### src/rtl/id_ex_stage.sv
// ID/EX pipeline register. It captures decoded operands and control, derives the
// 4-bit ALU control code, detects load-use hazards and forwards operands from
// EX/MEM and MEM/WB to the ALU.
module id_ex_stage #(
  parameter int XLEN  = 32,
  parameter int RADDR = 5
) (
  input  logic             clk,
  input  logic             reset,
  input  logic             stall,
  input  logic             flush,
  input  logic             id_valid,
  input  logic [XLEN-1:0]  id_pc,
  input  logic [XLEN-1:0]  id_rs1_data,
  input  logic [XLEN-1:0]  id_rs2_data,
  input  logic [XLEN-1:0]  id_imm,
  input  logic [RADDR-1:0] id_rs1,
  input  logic [RADDR-1:0] id_rs2,
  input  logic [RADDR-1:0] id_rd,
  input  logic [1:0]       id_alu_op,
  input  logic [2:0]       id_funct3,
  input  logic             id_funct7_5,
  input  logic             id_alu_src,
  input  logic             id_reg_write,
  input  logic             id_mem_read,
  input  logic             id_mem_write,
  input  logic             id_branch,
  input  logic [RADDR-1:0] exmem_rd,
  input  logic             exmem_reg_write,
  input  logic [XLEN-1:0]  exmem_result,
  input  logic [RADDR-1:0] memwb_rd,
  input  logic             memwb_reg_write,
  input  logic [XLEN-1:0]  memwb_result,
  output logic             load_use_stall,
  output logic             ex_valid,
  output logic [XLEN-1:0]  alu_a,
  output logic [XLEN-1:0]  alu_b,
  output logic [3:0]       alu_control,
  output logic [XLEN-1:0]  ex_store_data,
  output logic [XLEN-1:0]  ex_pc,
  output logic [XLEN-1:0]  ex_imm,
  output logic [RADDR-1:0] ex_rd,
  output logic             ex_reg_write,
  output logic             ex_mem_read,
  output logic             ex_mem_write,
  output logic             ex_branch,
  output logic             ex_illegal
);

  localparam logic [3:0] ALU_AND = 4'b0000;
  localparam logic [3:0] ALU_OR  = 4'b0001;
  localparam logic [3:0] ALU_ADD = 4'b0010;
  localparam logic [3:0] ALU_SUB = 4'b0110;

  // Everything that travels from ID to EX as one register; a bubble is all zeros.
  typedef struct packed {
    logic             valid;
    logic [XLEN-1:0]  pc;
    logic [XLEN-1:0]  rs1_data;
    logic [XLEN-1:0]  rs2_data;
    logic [XLEN-1:0]  imm;
    logic [RADDR-1:0] rs1;
    logic [RADDR-1:0] rs2;
    logic [RADDR-1:0] rd;
    logic             alu_src;
    logic [3:0]       alu_control;
    logic             reg_write;
    logic             mem_read;
    logic             mem_write;
    logic             branch;
    logic             illegal;
  } stage_t;

  stage_t     stage_reg;
  stage_t     stage_next;
  stage_t     id_stage;
  logic [3:0] dec_control;
  logic       dec_illegal;

  // Decode the ALU control code; unknown arithmetic functions fall back to ADD and flag illegal.
  always_comb begin
    dec_control = ALU_ADD;
    dec_illegal = 1'b0;
    case (id_alu_op)
      2'b00: dec_control = ALU_ADD;
      2'b01: dec_control = ALU_SUB;
      2'b10: begin
        case (id_funct3)
          3'b111:  dec_control = ALU_AND;
          3'b110:  dec_control = ALU_OR;
          // SUB only exists in register-register form; ADDI ignores funct7.
          3'b000:  dec_control = (!id_alu_src && id_funct7_5) ? ALU_SUB : ALU_ADD;
          default: dec_illegal = 1'b1;
        endcase
      end
      default: dec_illegal = 1'b1;
    endcase
  end

  // The instruction waiting in EX is a load whose destination the decode slot reads.
  assign load_use_stall = id_valid && stage_reg.valid && stage_reg.mem_read &&
                          (stage_reg.rd != '0) &&
                          ((stage_reg.rd == id_rs1) || (stage_reg.rd == id_rs2));

  // Pack the decode-side fields into the stage record.
  always_comb begin
    id_stage             = '0;
    id_stage.valid       = 1'b1;
    id_stage.pc          = id_pc;
    id_stage.rs1_data    = id_rs1_data;
    id_stage.rs2_data    = id_rs2_data;
    id_stage.imm         = id_imm;
    id_stage.rs1         = id_rs1;
    id_stage.rs2         = id_rs2;
    id_stage.rd          = id_rd;
    id_stage.alu_src     = id_alu_src;
    id_stage.alu_control = dec_control;
    id_stage.reg_write   = id_reg_write;
    id_stage.mem_read    = id_mem_read;
    id_stage.mem_write   = id_mem_write;
    id_stage.branch      = id_branch;
    id_stage.illegal     = dec_illegal;
  end

  // Next-state priority: flush bubble, then stall hold, then hazard/empty-slot bubble, then load.
  always_comb begin
    stage_next = stage_reg;
    if (flush) begin
      stage_next = '0;
    end else if (stall) begin
      stage_next = stage_reg;
    end else if (load_use_stall || !id_valid) begin
      stage_next = '0;
    end else begin
      stage_next = id_stage;
    end
  end

  // Stage register with immediate clear on reset.
  always_ff @(posedge clk or posedge reset) begin
    if (reset) begin
      stage_reg <= '0;
    end else begin
      stage_reg <= stage_next;
    end
  end

  // Operand forwarding, one identical path per source operand (0 = rs1, 1 = rs2).
  logic [1:0][RADDR-1:0] fwd_rs;
  logic [1:0][XLEN-1:0]  fwd_rf;
  logic [1:0][XLEN-1:0]  fwd_data;

  assign fwd_rs[0] = stage_reg.rs1;
  assign fwd_rs[1] = stage_reg.rs2;
  assign fwd_rf[0] = stage_reg.rs1_data;
  assign fwd_rf[1] = stage_reg.rs2_data;

  genvar gi;
  generate
    for (gi = 0; gi < 2; gi++) begin : g_fwd
      logic hit_exmem;
      logic hit_memwb;
      // x0 is never forwarded; the younger EX/MEM result wins over MEM/WB.
      assign hit_exmem = exmem_reg_write && (exmem_rd != '0) && (exmem_rd == fwd_rs[gi]);
      assign hit_memwb = memwb_reg_write && (memwb_rd != '0) && (memwb_rd == fwd_rs[gi]);
      assign fwd_data[gi] = hit_exmem ? exmem_result :
                            hit_memwb ? memwb_result : fwd_rf[gi];
    end
  endgenerate

  assign alu_a         = fwd_data[0];
  assign alu_b         = stage_reg.alu_src ? stage_reg.imm : fwd_data[1];
  assign ex_store_data = fwd_data[1];
  assign alu_control   = stage_reg.alu_control;
  assign ex_valid      = stage_reg.valid;
  assign ex_pc         = stage_reg.pc;
  assign ex_imm        = stage_reg.imm;
  assign ex_rd         = stage_reg.rd;
  assign ex_reg_write  = stage_reg.reg_write;
  assign ex_mem_read   = stage_reg.mem_read;
  assign ex_mem_write  = stage_reg.mem_write;
  assign ex_branch     = stage_reg.branch;
  assign ex_illegal    = stage_reg.illegal;

endmodule

### config.mk
export PLATFORM = sky130hd
export DESIGN_NAME = id_ex_stage
export DESIGN_NICKNAME = d
export VERILOG_FILES = /design/src/rtl/id_ex_stage.sv
export SDC_FILE = /design/constraint.sdc
export NUM_CORES = 1
export LEC_CHECK = 0
export ABC_AREA = 1
export CAP_MARGIN = 20
export CORE_AREA = 4 4 159 161
export DETAILED_ROUTE_END_ITERATION = 8
export DIE_AREA = 0 0 163 165
export PLACE_DENSITY = 0.79
export SYNTH_ARGS = -nofsm -noshare
export SYNTH_HDL_FRONTEND = slang
export SYNTH_SLANG_ARGS = --single-unit
### constraint.sdc
create_clock -name clk -period 6.2 [get_ports clk]
set_input_delay 0.62 -clock clk [delete_from_list [all_inputs] [get_ports clk]]
set_output_delay 0.62 -clock clk [all_outputs]
set_load 0.005 [all_outputs]
# Yosys cells after proc, flatten, opt, wreduce, memory -nomap -nowiden
# Cells that the tools add are included.
[classes]
eq_ne = 11
mux = 13
reduce_logical = 22
[op_table]
columns = ["op", "count"]
rows = [
  ["$mux W154", 3],
  ["$mux W32", 5],
  ["$eq A5 B5 Y1", 6],
  ["$reduce_bool A5 Y1", 3],
  ["$logic_and A1 B1 Y1", 11],
  ["$pmux W3 S3", 1],
  ["$eq A3 B3 Y1 const B", 2],
  ["$pmux W3 S2", 1],
  ["$logic_not A3 Y1", 1],
  ["$mux W3", 1],
  ["$reduce_or A3 Y1", 1],
  ["$eq A2 B1 Y1 const B", 1],
  ["$eq A2 B2 Y1 const B", 1],
  ["$logic_not A1 Y1", 2],
  ["$logic_not A2 Y1", 1],
  ["$logic_or A1 B1 Y1", 2],
  ["$ne A2 B1 Y1 const B", 1],
  ["$pmux W1 S2", 1],
  ["$reduce_or A2 Y1", 1],
  ["$mux W1", 1],
]
[totals]
output_inout_bits = 176
register_bits = 154
input_bits = 235
wordCells = 61

# Depth between registers and ports, before layout
[logic_depth]
ltp_word = 8
depth_mapped = 11
depth_no_buf = 10

# Worst setup path before layout
# OpenSTA, ideal clock, no wires.
[synth_timing]
kind = "input to output"
startpoint = "in exmem_rd[2]"
endpoint = "out alu_a[10]"
path_slack_ns = 3.993
stages = 8
arrival_time_ns = 1.587
n_path_buf = 1
cell_sequence = "nor2_1 > nand2_1 > o21ai_1 > nor3_1 > nand2_1 > clkbuf_1 > nand3_1 > nand2_1"
[synth_via]
elab_chain_cells = 4
[synth_lines]
columns = ["item", "line", "text"]
rows = [
  ["start: declaration", "28", "input logic [RADDR-1:0] exmem_rd,"],
  ["$reduce_bool A5 Y1", "164", "assign hit_exmem = exmem_reg_write && (exmem_rd != '0) && (exmem_rd == fwd_rs[gi]);"],
  ["$logic_and A1 B1 Y1", "164", ""],
  ["$logic_and A1 B1 Y1 *", "164", ""],
  ["$mux W32 *", "166", "assign fwd_data[gi] = hit_exmem ? exmem_result :"],
  ["end: declaration", "36", "output logic [XLEN-1:0] alu_a,"],
]
# Every way passes the cells marked *; elsewhere a longest branch is shown, timed or not.

# Final worst setup path
[layout_timing]
startpoint = "in memwb_rd[0]"
endpoint = "out alu_b[6]"
[layout_via]
elab_chain_cells = 6
[layout_lines]
columns = ["item", "line", "text"]
rows = [
  ["start: declaration", "31", "input logic [RADDR-1:0] memwb_rd,"],
  ["$reduce_bool A5 Y1", "165", "assign hit_memwb = memwb_reg_write && (memwb_rd != '0) && (memwb_rd == fwd_rs[gi]);"],
  ["$logic_and A1 B1 Y1", "165", ""],
  ["$logic_and A1 B1 Y1 *", "165", ""],
  ["$mux W32 *", "167", "hit_memwb ? memwb_result : fwd_rf[gi];"],
  ["$mux W32 *", "166", ""],
  ["$mux W32 *", "172", "assign alu_b = stage_reg.alu_src ? stage_reg.imm : fwd_data[1];"],
  ["end: declaration", "37", "output logic [XLEN-1:0] alu_b,"],
]
# Marks and branches as above.

==> flow_metrics.tcl <==
set metrics [dict create \
    wl_per_cell_um 18.7 \
    min_period_over_period_pct 71.7 \
    syn_area_mm2 0.00957 \
    dr.first_iter.drc_count 892 \
    post_dp_cell_area_mm2 0.0132 \
    rows 57 \
    worstHoldStart "fwd_rf[56]" \
    core-area_mm2 0.0240 \
    rsz0062_at_grt "no" \
    drt-pass1-iter-count 5 \
    setup_violations 0 \
    via_count 10240 \
    vias_per_cell 5.22 \
    clock_sinks 153 \
    die_area_mm2 0.0269 \
    cts_buffers 17 \
    min_period_ps 4450 \
    syn-instance-count 1341 \
    yosys.area.top_type "dfrtp_1" \
    layout-drive-gt1-share_pct 3.79 \
    synth.area.top_cells "dfrtp_1 (40%), nand2_1 (21%), nand3_1 (15%)" \
    fin_cells 1961 \
    final.setup_skew_ps 16.8 \
    holdWs_ps 479 \
    worstRegToRegCells 8 \
    path_clk_slew_ps 60 \
    final_util_pct 57.7 \
    htreeDepth 4 \
    ys_ff_latch 153 \
    cts_tree "done" \
    p_per_area_mw_per_mm2 192 \
    syn_to_final_growth_pct 44.5 \
    initial_core_util_pct 40.0 \
    post-dp-hpwl_um 25900 \
    p_leak_nw 6.78 \
    cts_hold_buf 0 \
    ir_worst_vdd_mv 0.157 \
    cap_violations 0 \
    synth.avg_cell_area_um2 7.14 \
    holdPathStages 2 \
    routed_wl_um 36600 \
    comb_power_share_pct 19.7 \
    cts_resized 0 \
    die_x_um 163 \
    fmax_mhz 225 \
    internal_power_w 0.00188 \
    hold_path.class "reg -> reg" \
    grt_pass1_wl_um 55300 \
    pwr-share-seq_pct 40.1 \
    path_max_fanout 33 \
    worstPathArrival_ps 3830 \
    detail_route.drc_violations 0 \
    clk_latency_ps 420 \
    slew_violations 0 \
    r2r_end "fwd_rf[24]" \
    clock_power_share_pct 40.2 \
    hold_viol 0 \
    final_area_mm2 0.0138 \
    syn_nets 1579 \
    grt_usage_pct 26.2 \
    overflow 0 \
    ant_nets 0 \
    largest_reg_flops 64 \
    port_buffers 409 \
    status "finished, final reports clean" \
    fin_tns_setup_ps 0 \
    nets 1860 \
    synth_top_area_share_pct 40.0 \
    antenna_found_initial 2 \
    tightest_slew_ps 1030 \
    endpoint_kind "output port" \
    ys_seq_area_share_pct 40.0 \
    clock-root-buffer "clkbuf_16" \
    crit_path_start_kind "input pin" \
    relSlewSlack_pct 31.3 \
    ys_warn_count 0 \
    critical_path_class "in -> out" \
    power.switching_w 0.000775 \
    netlist-cell-type-count 30 \
    die_h_um 165 \
    grt_max_degree 90 \
    cts_setup_buffers 0 \
    worstPathRequired_ps 5580 \
    switching_share_pct 29.2 \
    hold_end "fwd_rf[56]" \
    io_pins 411 \
    grt_pass1_vias 10095 \
    dp_cells 1927 \
    gp_congestion 0.959 \
    r2r_slack_ps 3440 \
    fillers 2237 \
    reg2reg_from "ex_rd[3]" \
    cts_buffer_depth 2 \
]
==> Yosys cell counts <==
cell,instances
nand2_1,526
nand3_1,284
dfrtp_1,153
buf_4,73
nand3b_1,65
inv_1,52
buf_2,33
and2_1,32
clkbuf_1,29
buf_1,17
nor2_1,14
xor2_1,14
xnor2_1,11
buf_6,10
ha_1,3
nand2_2,3
nand4_1,3
nor2_2,3
nor3_1,3
a21oi_1,2
inv_2,2
a31oi_1,1
conb_1,1
nor3_2,1
nor3_4,1
nor3b_1,1
nor4_1,1
o21ai_1,1
o32ai_1,1
or2_0,1
==> worst max-delay path by stage <==
| stage | end | cells after the start | from |
|---|---|---|---|
| final | alu_b[6] | 11 | memwb_rd[0] |
| after global routing | alu_b[20] | 11 | memwb_rd[0] |
| after CTS | alu_b[6] | 11 | memwb_rd[0] |
| after detailed placement | alu_b[6] | 11 | memwb_rd[0] |
| after global placement | alu_a[4] | 11 | exmem_rd[2] |
| after floorplan | alu_control[0] | 1 | reset |
==> logic make-up (layout without fill, tap and decap cells) <==
| kind of cell | count (synthesis) | count (layout) | share of synthesized area, % |
|---|---|---|---|
| flip-flops | 153 | 153 | 40.0 |
| AO/OA/AOI/OAI | 5 | 5 | 0.314 |
| adder cells (fa/ha/maj) | 3 | 3 | 0.392 |
| AND/OR/NAND/NOR | 938 | 938 | 44.4 |
| other | 1 | 3 | 0.0392 |
| XOR/XNOR | 25 | 25 | 2.29 |
| buffers and inverters | 216 | 510 | 12.5 |
==> metrics by stage <==
stage | setup slack (ps) | total power [W]
after floorplan | 1460 | 0.00128
after CTS | 1790 | 0.00268
after global routing | 1560 | 0.00277
final | 1750 | 0.00265
after global placement | 1870 | 0.00160
after detailed placement | 1800 | 0.00161
==> final cells by class <==
| type | instances | area (µm²) | share of cell area, % |
|---|---|---|---|
| antenna | 2 | 5.00 | 0.0362 |
| clock buffer | 18 | 439 | 3.17 |
| clock inverter | 14 | 153 | 1.10 |
| inverter | 54 | 208 | 1.50 |
| multi-input combinational | 972 | 4590 | 33.2 |
| sequential | 153 | 3830 | 27.7 |
| tap | 324 | 405 | 2.93 |
| timing repair buffer | 424 | 4210 | 30.4 |
==> cells in the final DEF, fill, tap and decap left out, drive strengths merged <==
cell           instances
a21oi                  2
o32ai                  1
nand2                529
inv                   63
ha                     3
nand3                284
nor3b                  1
xor2                  14
a31oi                  1
o21ai                  1
nand3b                65
clkdlybuf4s50        409
and2                  32
xnor2                 11
diode                  2
conb                   1
nand4                  3
nor4                   1
clkinvlp               2
clkinv                 3
nor3                   5
buf                   15
or2                    1
clkbuf                18
nor2                  17
dfrtp                153
==> routing by layer <==
layer	vias to the layer above	track usage [%]	routed length, µm
li1	4793	-	-
met1	4819	31.8	14200
met2	546	44.4	17700
met3	80	6.76	3360
met4	2	10.9	1370
met5	-	0	13
==> critical path: stages <==
cell,delay [ps]
clkdlybuf4s50_1,590
nor2_1,90
nand3_1,90
nand2_2,80
inv_2,490
nand3_2,820
nand2_1,230
nand3_1,120
nand3_1,120
nand2_1,70
clkdlybuf4s50_1,460
==> power groups by stage <==
stage | sequential, W | clock [W] | combinational, W
final | 0.00106 | 0.00107 | 0.000524
after global routing | 0.00107 | 0.00114 | 0.000566
after CTS | 0.00106 | 0.00109 | 0.000526
after detailed placement | 0.00108 | 0 | 0.000524
after global placement | 0.00108 | 0 | 0.000516
after floorplan | 0.00107 | 0 | 0.000212
Power figures use the tool's default switching activity.
